==> config.mk <==
export PLATFORM = sky130hd
export DESIGN_NAME = divsqrt_qgen_flat
export DESIGN_NICKNAME = d
export VERILOG_FILES = /design/src/rtl/fpdiv_pkg.sv /design/src/rtl/divsqrt_qgen_if.sv /design/src/rtl/nrdiv_step.sv /design/src/rtl/divsqrt_qgen.sv /design/src/flat_wrapper.sv
export SDC_FILE = /design/constraint.sdc
export NUM_CORES = 2
export LEC_CHECK = 0
export ABC_AREA = 1
export ABC_CLOCK_PERIOD_IN_PS = 3700
export BUFFER_PORTS_ARGS = -buffer_cell sky130_fd_sc_hd__buf_2
export CAP_MARGIN = 20
export CORE_ASPECT_RATIO = 1.25
export CORE_MARGIN = 2
export CORE_UTILIZATION = 53
export DETAILED_ROUTE_END_ITERATION = 16
export HOLD_SLACK_MARGIN = 0.05
export PLACE_DENSITY = 0.74
export SKIP_CTS_REPAIR_TIMING = 1
export SLEW_MARGIN = 20
export SYNTH_ARGS = -nofsm -noshare
export SYNTH_HDL_FRONTEND = slang
export SYNTH_SLANG_ARGS = --single-unit
export TNS_END_PERCENT = 5
==> constraint.sdc <==
create_clock -name clk -period 3.7 [get_ports clk]
set_input_delay 0 -clock clk [delete_from_list [all_inputs] [get_ports clk]]
set_output_delay 0 -clock clk [all_outputs]
set_load 0.01 [all_outputs]
==> src/rtl/fpdiv_pkg.sv <==
// fpdiv_pkg: shared widths, biases, FSM encoding and quotient-set helpers
// for the iterative mantissa divider.
package fpdiv_pkg;

  localparam int QW      = 65;   // raw quotient bits in DP (1 int + 64 frac)
  localparam int QW_SP   = 32;   // raw quotient bits in SP
  localparam int RW      = 56;   // partial remainder: sign, 3 int, 52 frac
  localparam int MW      = 53;   // mantissa width including hidden one
  localparam int EW      = 11;   // biased exponent width
  localparam int XW      = 13;   // exponent difference width
  localparam int OW      = 64;   // quotient output width
  localparam int RRW     = 128;  // remainder output width
  localparam int CW      = 7;    // iteration counter, must hold QW
  localparam int BIAS_DP = 1023;
  localparam int BIAS_SP = 127;
  localparam int ULP_DP  = 11;
  localparam int ULP_SP  = 40;

  localparam logic [2:0] ST_IDLE = 3'd0;
  localparam logic [2:0] ST_INIT = 3'd1;
  localparam logic [2:0] ST_ITER = 3'd2;
  localparam logic [2:0] ST_POST = 3'd3;
  localparam logic [2:0] ST_DONE = 3'd4;

  // One candidate set handed to the rounder: truncated, -ulp, +ulp.
  typedef struct packed {
    logic [OW-1:0] q;
    logic [OW-1:0] qm;
    logic [OW-1:0] qp;
  } qset_t;

  function automatic logic [XW-1:0] exp_bias(input logic p);
    return p ? XW'(BIAS_SP) : XW'(BIAS_DP);
  endfunction

  // Builds a candidate set; the +/- ulp wrap modulo 2^64 (carry out dropped).
  function automatic qset_t make_qset(input logic [OW-1:0] q, input logic p);
    qset_t         s;
    logic [OW-1:0] ulp;
    ulp  = p ? (OW'(1) << ULP_SP) : (OW'(1) << ULP_DP);
    s.q  = q;
    s.qm = q - ulp;
    s.qp = q + ulp;
    return s;
  endfunction

endpackage

==> src/rtl/divsqrt_qgen_if.sv <==
// divsqrt_qgen_if: operand launch and result bundle between the divide
// front end (master) and the quotient generator (slave).
interface divsqrt_qgen_if;
  import fpdiv_pkg::*;

  logic           start;
  logic           P;
  logic           SignA;
  logic           SignB;
  logic [EW-1:0]  ExpA;
  logic [EW-1:0]  ExpB;
  logic [MW-1:0]  MantA;
  logic [MW-1:0]  MantB;

  logic           busy;
  logic           done;
  logic [OW-1:0]  q1;
  logic [OW-1:0]  qm1;
  logic [OW-1:0]  qp1;
  logic [OW-1:0]  q0;
  logic [OW-1:0]  qm0;
  logic [OW-1:0]  qp0;
  logic [RRW-1:0] regr_out;
  logic [XW-1:0]  exp_diff;
  logic           SignR;

  modport master (
    output start, P, SignA, SignB, ExpA, ExpB, MantA, MantB,
    input  busy, done, q1, qm1, qp1, q0, qm0, qp0, regr_out, exp_diff, SignR
  );

  modport slave (
    input  start, P, SignA, SignB, ExpA, ExpB, MantA, MantB,
    output busy, done, q1, qm1, qp1, q0, qm0, qp0, regr_out, exp_diff, SignR
  );

endinterface

==> src/rtl/nrdiv_step.sv <==
// nrdiv_step: one radix-2 non-restoring step. With first=1 the remainder is
// not doubled and a subtract is forced, which gives the initial R=A-B.
module nrdiv_step
  import fpdiv_pkg::*;
(
  input  logic [RW-1:0] r_in,
  input  logic [RW-1:0] b,
  input  logic          first,
  output logic [RW-1:0] r_out,
  output logic          q_bit
);

  logic [RW-1:0] r_sh;
  logic          sub;

  // Shift, pick add/subtract from the incoming sign, derive the quotient bit.
  always_comb begin
    r_sh  = first ? r_in : {r_in[RW-2:0], 1'b0};
    sub   = first | ~r_in[RW-1];
    r_out = sub ? (r_sh - b) : (r_sh + b);
    q_bit = ~r_out[RW-1];
  end

endmodule

==> src/rtl/divsqrt_qgen.sv <==
// divsqrt_qgen: iterative radix-2 non-restoring mantissa divider. Produces
// one quotient bit per cycle, then the q1/q0 candidate sets, the corrected
// remainder, the biased exponent difference and the result sign.
module divsqrt_qgen
  import fpdiv_pkg::*;
(
  input  logic          clk,
  input  logic          reset_n,
  divsqrt_qgen_if.slave bus
);

  logic [2:0]     state_q, state_d;
  logic           p_q, p_d;
  logic [MW-1:0]  a_q, a_d;
  logic [MW-1:0]  b_q, b_d;
  logic [RW-1:0]  rem_q, rem_d;
  logic [QW-1:0]  raw_q, raw_d;
  logic [CW-1:0]  cnt_q, cnt_d;
  qset_t          q1set_q, q1set_d;
  qset_t          q0set_q, q0set_d;
  logic [RRW-1:0] regr_q, regr_d;
  logic [XW-1:0]  exp_diff_q, exp_diff_d;
  logic           sign_r_q, sign_r_d;

  logic [RW-1:0]  b_ext;
  logic [RW-1:0]  step_r_in;
  logic [RW-1:0]  step_r_out;
  logic           step_first;
  logic           step_qbit;
  logic [RW-1:0]  rem_fix;
  logic [RRW-1:0] regr_ext;
  logic [CW-1:0]  raw_idx;
  logic [CW-1:0]  iter_limit;

  // The single step unit serves INIT (R=A-B) and every ITER cycle.
  assign b_ext      = RW'(b_q);
  assign step_first = (state_q == ST_INIT);
  assign step_r_in  = step_first ? RW'(a_q) : rem_q;

  nrdiv_step u_step (
    .r_in  (step_r_in),
    .b     (b_ext),
    .first (step_first),
    .r_out (step_r_out),
    .q_bit (step_qbit)
  );

  // Quotient bits already equal the truncated quotient; only R needs fixing.
  assign rem_fix    = rem_q[RW-1] ? (rem_q + b_ext) : rem_q;
  assign regr_ext   = {{(RRW-RW){rem_fix[RW-1]}}, rem_fix};
  assign raw_idx    = CW'(QW - 1) - cnt_q;
  assign iter_limit = p_q ? CW'(QW_SP) : CW'(QW);

  // Next-state and datapath update for IDLE/INIT/ITER/POST/DONE.
  always_comb begin
    // NOTE: every variable gets its hold value first so no path infers a latch.
    state_d    = state_q;
    p_d        = p_q;
    a_d        = a_q;
    b_d        = b_q;
    rem_d      = rem_q;
    raw_d      = raw_q;
    cnt_d      = cnt_q;
    q1set_d    = q1set_q;
    q0set_d    = q0set_q;
    regr_d     = regr_q;
    exp_diff_d = exp_diff_q;
    sign_r_d   = sign_r_q;

    case (state_q)
      ST_IDLE: begin
        if (bus.start) begin
          state_d    = ST_INIT;
          p_d        = bus.P;
          a_d        = bus.MantA;
          b_d        = bus.MantB;
          exp_diff_d = {2'b00, bus.ExpA} - {2'b00, bus.ExpB} + exp_bias(bus.P);
          sign_r_d   = bus.SignA ^ bus.SignB;
        end
      end
      ST_INIT: begin
        rem_d         = step_r_out;
        raw_d         = '0;
        raw_d[QW-1]   = step_qbit;
        cnt_d         = CW'(1);
        state_d       = ST_ITER;
      end
      ST_ITER: begin
        rem_d          = step_r_out;
        raw_d[raw_idx] = step_qbit;
        cnt_d          = cnt_q + CW'(1);
        if (cnt_d == iter_limit) begin
          state_d = ST_POST;
        end
      end
      ST_POST: begin
        rem_d   = rem_fix;
        q1set_d = make_qset(raw_q[QW-1:1], p_q);
        q0set_d = make_qset(raw_q[QW-2:0], p_q);
        regr_d  = p_q ? (regr_ext << (QW - QW_SP)) : regr_ext;
        state_d = ST_DONE;
      end
      ST_DONE: begin
        state_d = ST_IDLE;
      end
      default: begin
        state_d = ST_IDLE;
      end
    endcase
  end

  // State and datapath registers; reset clears every output-visible value.
  always_ff @(posedge clk or negedge reset_n) begin
    if (!reset_n) begin
      state_q    <= ST_IDLE;
      p_q        <= 1'b0;
      a_q        <= '0;
      b_q        <= '0;
      rem_q      <= '0;
      raw_q      <= '0;
      cnt_q      <= '0;
      q1set_q    <= '0;
      q0set_q    <= '0;
      regr_q     <= '0;
      exp_diff_q <= '0;
      sign_r_q   <= 1'b0;
    end else begin
      // NOTE: non-blocking updates so every flop samples pre-edge values.
      state_q    <= state_d;
      p_q        <= p_d;
      a_q        <= a_d;
      b_q        <= b_d;
      rem_q      <= rem_d;
      raw_q      <= raw_d;
      cnt_q      <= cnt_d;
      q1set_q    <= q1set_d;
      q0set_q    <= q0set_d;
      regr_q     <= regr_d;
      exp_diff_q <= exp_diff_d;
      sign_r_q   <= sign_r_d;
    end
  end

  assign bus.busy     = (state_q == ST_INIT) || (state_q == ST_ITER) || (state_q == ST_POST);
  assign bus.done     = (state_q == ST_DONE);
  assign bus.q1       = q1set_q.q;
  assign bus.qm1      = q1set_q.qm;
  assign bus.qp1      = q1set_q.qp;
  assign bus.q0       = q0set_q.q;
  assign bus.qm0      = q0set_q.qm;
  assign bus.qp0      = q0set_q.qp;
  assign bus.regr_out = regr_q;
  assign bus.exp_diff = exp_diff_q;
  assign bus.SignR    = sign_r_q;

endmodule

==> src/flat_wrapper.sv <==
// flat-port wrapper written by rule: the top's interface ports become plain ports
module divsqrt_qgen_flat import fpdiv_pkg::*;
  (clk, reset_n, bus_start, bus_P, bus_SignA, bus_SignB, bus_ExpA, bus_ExpB, bus_MantA, bus_MantB, bus_busy, bus_done, bus_q1, bus_qm1, bus_qp1, bus_q0, bus_qm0, bus_qp0, bus_regr_out, bus_exp_diff, bus_SignR);
  divsqrt_qgen_if bus_i ();
  input  logic clk;
  input  logic reset_n;
  input wire logic [$bits(bus_i.start)-1:0] bus_start;
  input wire logic [$bits(bus_i.P)-1:0] bus_P;
  input wire logic [$bits(bus_i.SignA)-1:0] bus_SignA;
  input wire logic [$bits(bus_i.SignB)-1:0] bus_SignB;
  input wire logic [$bits(bus_i.ExpA)-1:0] bus_ExpA;
  input wire logic [$bits(bus_i.ExpB)-1:0] bus_ExpB;
  input wire logic [$bits(bus_i.MantA)-1:0] bus_MantA;
  input wire logic [$bits(bus_i.MantB)-1:0] bus_MantB;
  output wire logic [$bits(bus_i.busy)-1:0] bus_busy;
  output wire logic [$bits(bus_i.done)-1:0] bus_done;
  output wire logic [$bits(bus_i.q1)-1:0] bus_q1;
  output wire logic [$bits(bus_i.qm1)-1:0] bus_qm1;
  output wire logic [$bits(bus_i.qp1)-1:0] bus_qp1;
  output wire logic [$bits(bus_i.q0)-1:0] bus_q0;
  output wire logic [$bits(bus_i.qm0)-1:0] bus_qm0;
  output wire logic [$bits(bus_i.qp0)-1:0] bus_qp0;
  output wire logic [$bits(bus_i.regr_out)-1:0] bus_regr_out;
  output wire logic [$bits(bus_i.exp_diff)-1:0] bus_exp_diff;
  output wire logic [$bits(bus_i.SignR)-1:0] bus_SignR;
  assign bus_i.start = bus_start;
  assign bus_i.P = bus_P;
  assign bus_i.SignA = bus_SignA;
  assign bus_i.SignB = bus_SignB;
  assign bus_i.ExpA = bus_ExpA;
  assign bus_i.ExpB = bus_ExpB;
  assign bus_i.MantA = bus_MantA;
  assign bus_i.MantB = bus_MantB;
  assign bus_busy = bus_i.busy;
  assign bus_done = bus_i.done;
  assign bus_q1 = bus_i.q1;
  assign bus_qm1 = bus_i.qm1;
  assign bus_qp1 = bus_i.qp1;
  assign bus_q0 = bus_i.q0;
  assign bus_qm0 = bus_i.qm0;
  assign bus_qp0 = bus_i.qp0;
  assign bus_regr_out = bus_i.regr_out;
  assign bus_exp_diff = bus_i.exp_diff;
  assign bus_SignR = bus_i.SignR;
  divsqrt_qgen u_core (.clk(clk), .reset_n(reset_n), .bus(bus_i));
endmodule
==> impl_metrics.json <==
{
  "outcome": "finished with violations",
  "failed_checks": "setup timing",
  "synth_area_per_cell_um2": 6.66,
  "first_pass_grt_wire_length_mm": 265,
  "worstSkewPairLatency_ns": 0.64,
  "post_synth_inst_count": 6444,
  "drt.antenna.violating_nets": 0,
  "synth_largest_area_cell": "sky130_fd_sc_hd__dfrtp_1",
  "routabilityCongestion": 1.07,
  "io_buffers": 661,
  "fillCellCount": 7077,
  "dr_wl_met2_mm": 86.6,
  "fin_crit_sh_pct": 111,
  "async_reset_ff_share_pct": 100,
  "fp.dieH_um": 322,
  "post_drt_via_cell_ratio": 5.58,
  "clock_sink_count": 616,
  "htree_levels": 3,
  "cts-buffers-inserted": 67,
  "route.detailed.drc": 0,
  "final.setup.worst_slack_ns": -0.424,
  "ys_seq_area_share_pct": 35.9,
  "detail_route.wl_per_cell_um": 21.9,
  "report.final.slew_viol_count": 0,
  "worstPathMaxFanout": 8,
  "number_of_global_route_vias_before_repair": 43900,
  "cell_row_count": 116,
  "post_synth_instance_area_um2": 42900,
  "holdCritPathClass": "primary input to register",
  "ys_types": 64,
  "clockBufferDepth": 3,
  "worst_slew_pin_slew_ns": 1.05,
  "synth-seq-cells": 616,
  "seq_area_um2": 15400,
  "route.met3.wl_mm": 14.9,
  "max_cap_viol_count": 0,
  "critPathRequiredTime_ns": 4.25,
  "cp_data_arrival_time_ns": 4.68,
  "area_growth_pct": 23.2,
  "wl_met1_mm": 65.3,
  "synth_top_area_share_pct": 35.9,
  "drt_pass1_iterations": 6,
  "finalClockSkew_ns": 0.0255,
  "place_inst": 8221,
  "drt-total-wl_mm": 186,
  "stdcell_area_um2": 52900,
  "grt_setup_unrepaired": "yes",
  "grt_max_degree": 130,
  "overflow": 0,
  "fraction_of_the_core_area_covered_by_cells_at_the_end_of_the_flow_pct": 66.0,
  "starting_utilization_of_the_core_area_pct": 53.6,
  "cts_tree": "yes",
  "dp_hpwl_mm": 145,
  "initial_detailed_routing_violation_count": 4799,
  "max-slew-margin-rel_pct": 29.7,
  "synth.area.top_cells": "sky130_fd_sc_hd__dfrtp_1, sky130_fd_sc_hd__nand2_1, sky130_fd_sc_hd__inv_1",
  "synthesis.nets": 6719,
  "setup.worst_path.start_class": "register",
  "dr.max_layer_used": "met5",
  "cts.clk_slew.worst_paths_ns": 0.06,
  "maxClockFrequency_ghz": 0.242,
  "top_level_ports": 662,
  "die_area_um2": 83300,
  "endpoint_kind": "register",
  "hold_viol": 0,
  "multi_input_area_um2": 22900,
  "post_dp_cell_area_um2": 48800,
  "layout_min_cycle_time_ns": 4.12,
  "post_route_cells_drive_above_1_share_pct": 19.6,
  "groute.usage.overall_pct": 42.4,
  "cts_root_buffer": "sky130_fd_sc_hd__clkbuf_16",
  "setup_tns_ns": -28.20,
  "num_vias": 47300,
  "placeableCoreArea_um2": 80100,
  "total_number_of_yosys_warnings": 0,
  "primary_ff_master_synth": "sky130_fd_sc_hd__dfrtp_1",
  "synth-edff-count": 0,
  "fp.dieW_um": 259,
  "antenna_found_initial": 9,
  "setup_violations": 89,
  "finish.net_count": 7635,
  "stdcell_count": 8475,
  "critical_path_class": "register to register"
}
-- metrics by stage --
step	worst slack [ns]	hold slack (ns)
3_5_place_dp	-0.532	0.135
6_report	-0.424	0.00196
3_3_place_gp	-0.426	0.130
5_1_grt	-0.645	0.0842
4_1_cts	-0.645	-0.527
2_1_floorplan	0.204	-0.296
-- cell usage after synthesis (6+ instances only) --
cell type and n:
sky130_fd_sc_hd__nand2_1 2254, sky130_fd_sc_hd__inv_1 827, sky130_fd_sc_hd__nor2_1 658, sky130_fd_sc_hd__dfrtp_1 616, sky130_fd_sc_hd__nand3_1 457, sky130_fd_sc_hd__o21ai_0 291
sky130_fd_sc_hd__a21oi_1 185, sky130_fd_sc_hd__buf_4 151, sky130_fd_sc_hd__ha_1 138, sky130_fd_sc_hd__clkbuf_1 113, sky130_fd_sc_hd__nor3_1 79, sky130_fd_sc_hd__xor2_1 79
sky130_fd_sc_hd__a22oi_1 58, sky130_fd_sc_hd__o211ai_1 57, sky130_fd_sc_hd__o21ai_2 56, sky130_fd_sc_hd__nand4_1 49, sky130_fd_sc_hd__buf_1 39, sky130_fd_sc_hd__xnor2_1 29
sky130_fd_sc_hd__nor2_2 28, sky130_fd_sc_hd__o21bai_1 28, sky130_fd_sc_hd__a31oi_1 26, sky130_fd_sc_hd__nand2_2 22, sky130_fd_sc_hd__buf_2 21, sky130_fd_sc_hd__nor4_1 17
sky130_fd_sc_hd__or2_2 17, sky130_fd_sc_hd__a221o_1 14, sky130_fd_sc_hd__nand3_2 12, sky130_fd_sc_hd__o31ai_1 11, sky130_fd_sc_hd__nand3b_1 10, sky130_fd_sc_hd__o21ai_1 10
sky130_fd_sc_hd__nor2_4 9, sky130_fd_sc_hd__buf_6 8, sky130_fd_sc_hd__inv_2 8, sky130_fd_sc_hd__nor3_2 7, sky130_fd_sc_hd__and2_1 6
-- kinds of logic after synthesis --
group | Yosys count | share of synthesized area, %
AND/OR/NAND/NOR | 3638 | 34.9
buffers and inverters | 1175 | 12.0
AO/OA/AOI/OAI | 764 | 10.8
flip-flops | 616 | 35.9
adder cells (fa/ha/maj) | 141 | 4.16
XOR/XNOR | 109 | 2.24
multiplexers | 1 | 0.0262
-- layer usage --
| metal | global-route usage [%] | vias to the layer above |
|---|---|---|
| met2 | 70.0 | 2482 |
| li1 | - | 22100 |
| met1 | 48.2 | 22000 |
| met5 | 0 | - |
| met4 | 35.4 | 10 |
| met3 | 7.02 | 702 |
-- cell usage in the layout (no fill, tap or decap), types with 115 or more instances in the layout --
cell	synthesis	routed
sky130_fd_sc_hd__dfrtp_1	616	614
sky130_fd_sc_hd__ha_1	138	137
sky130_fd_sc_hd__inv_1	827	823
sky130_fd_sc_hd__a21oi_1	185	173
sky130_fd_sc_hd__nand2_1	2254	2237
sky130_fd_sc_hd__o21ai_0	291	268
sky130_fd_sc_hd__buf_2	21	660
sky130_fd_sc_hd__dlygate4sd3_1	0	115
sky130_fd_sc_hd__nor2_1	658	634
sky130_fd_sc_hd__nand3_1	457	447
sky130_fd_sc_hd__buf_4	151	379
-- state kept, by name (all words and copies together) (netlist names), 2 cells and up --
name,flops
u_core.state_q,3
u_core.bus.q1,2
u_core.bus.exp_diff,13
u_core.bus.qp0,63
u_core.bus.qm0,53
u_core.bus.qm1,52
u_core.b_q,53
u_core.bus.qp1,53
u_core.cnt_q,7
u_core.raw_q,65
u_core.bus.regr_out,89
u_core.a_q,53
u_core.bus.q0,52
u_core.rem_q,56
-- final timing paths --
| check | startpoint | end | slack (ns) | cells after the start |
|---|---|---|---|---|
| setup / recovery | u_core.b_q[0] | u_core.raw_q[4] | -0.42 | 24 |
| hold / removal | bus_ExpA[9] | u_core.bus.exp_diff[12] | 0.002 | 7 |
| setup reg to reg | u_core.b_q[0] | u_core.raw_q[4] | -0.42 | 24 |
| hold reg to reg | u_core.bus.regr_out[33] | u_core.bus.regr_out[33] | 0.48 | 2 |
| max in group asynchronous | reset_n | u_core.bus.q0[55] | 2.59 | 4 |
| min in group asynchronous | reset_n | u_core.bus.qm0[18] | 0.03 | 2 |
-- final cells by class --
class / instances / area share [%]
Antenna cell: 3 / 0.0142
Clock inverter: 23 / 0.568
Multi-Input combinational cell: 4654 / 43.2
Timing Repair Buffer: 1183 / 14.9
Clock buffer: 96 / 3.76
Inverter: 838 / 5.96
Tap cell: 1062 / 2.51
Sequential cell: 616 / 29.1
-- worst max-delay path, cell delays in order (launching register included) --
cell and delay [ns]:
sky130_fd_sc_hd__dfrtp_1 0.41, sky130_fd_sc_hd__inv_2 0.09, sky130_fd_sc_hd__ha_4 0.14, sky130_fd_sc_hd__nand3_4 0.09
sky130_fd_sc_hd__nor2_4 0.18, sky130_fd_sc_hd__nand3_2 0.12, sky130_fd_sc_hd__nor3_2 0.17, sky130_fd_sc_hd__buf_4 0.16
sky130_fd_sc_hd__nand3b_1 0.14, sky130_fd_sc_hd__nor2_1 0.15, sky130_fd_sc_hd__buf_4 0.16, sky130_fd_sc_hd__buf_4 0.11
sky130_fd_sc_hd__a31oi_1 0.10, sky130_fd_sc_hd__xnor2_1 0.17, sky130_fd_sc_hd__ha_1 0.31, sky130_fd_sc_hd__a21oi_1 0.24
sky130_fd_sc_hd__o21bai_1 0.09, sky130_fd_sc_hd__a21oi_1 0.17, sky130_fd_sc_hd__nand3_2 0.15, sky130_fd_sc_hd__nor2_4 0.16
sky130_fd_sc_hd__nand2_2 0.10, sky130_fd_sc_hd__nand2_4 0.14, sky130_fd_sc_hd__nand2_8 0.14, sky130_fd_sc_hd__clkbuf_16 0.21
sky130_fd_sc_hd__o21ai_2 0.12
Power is left out: the tool's default activity adds up to more than one toggle a clock period on the data nets, which glitch-free logic cannot reach.
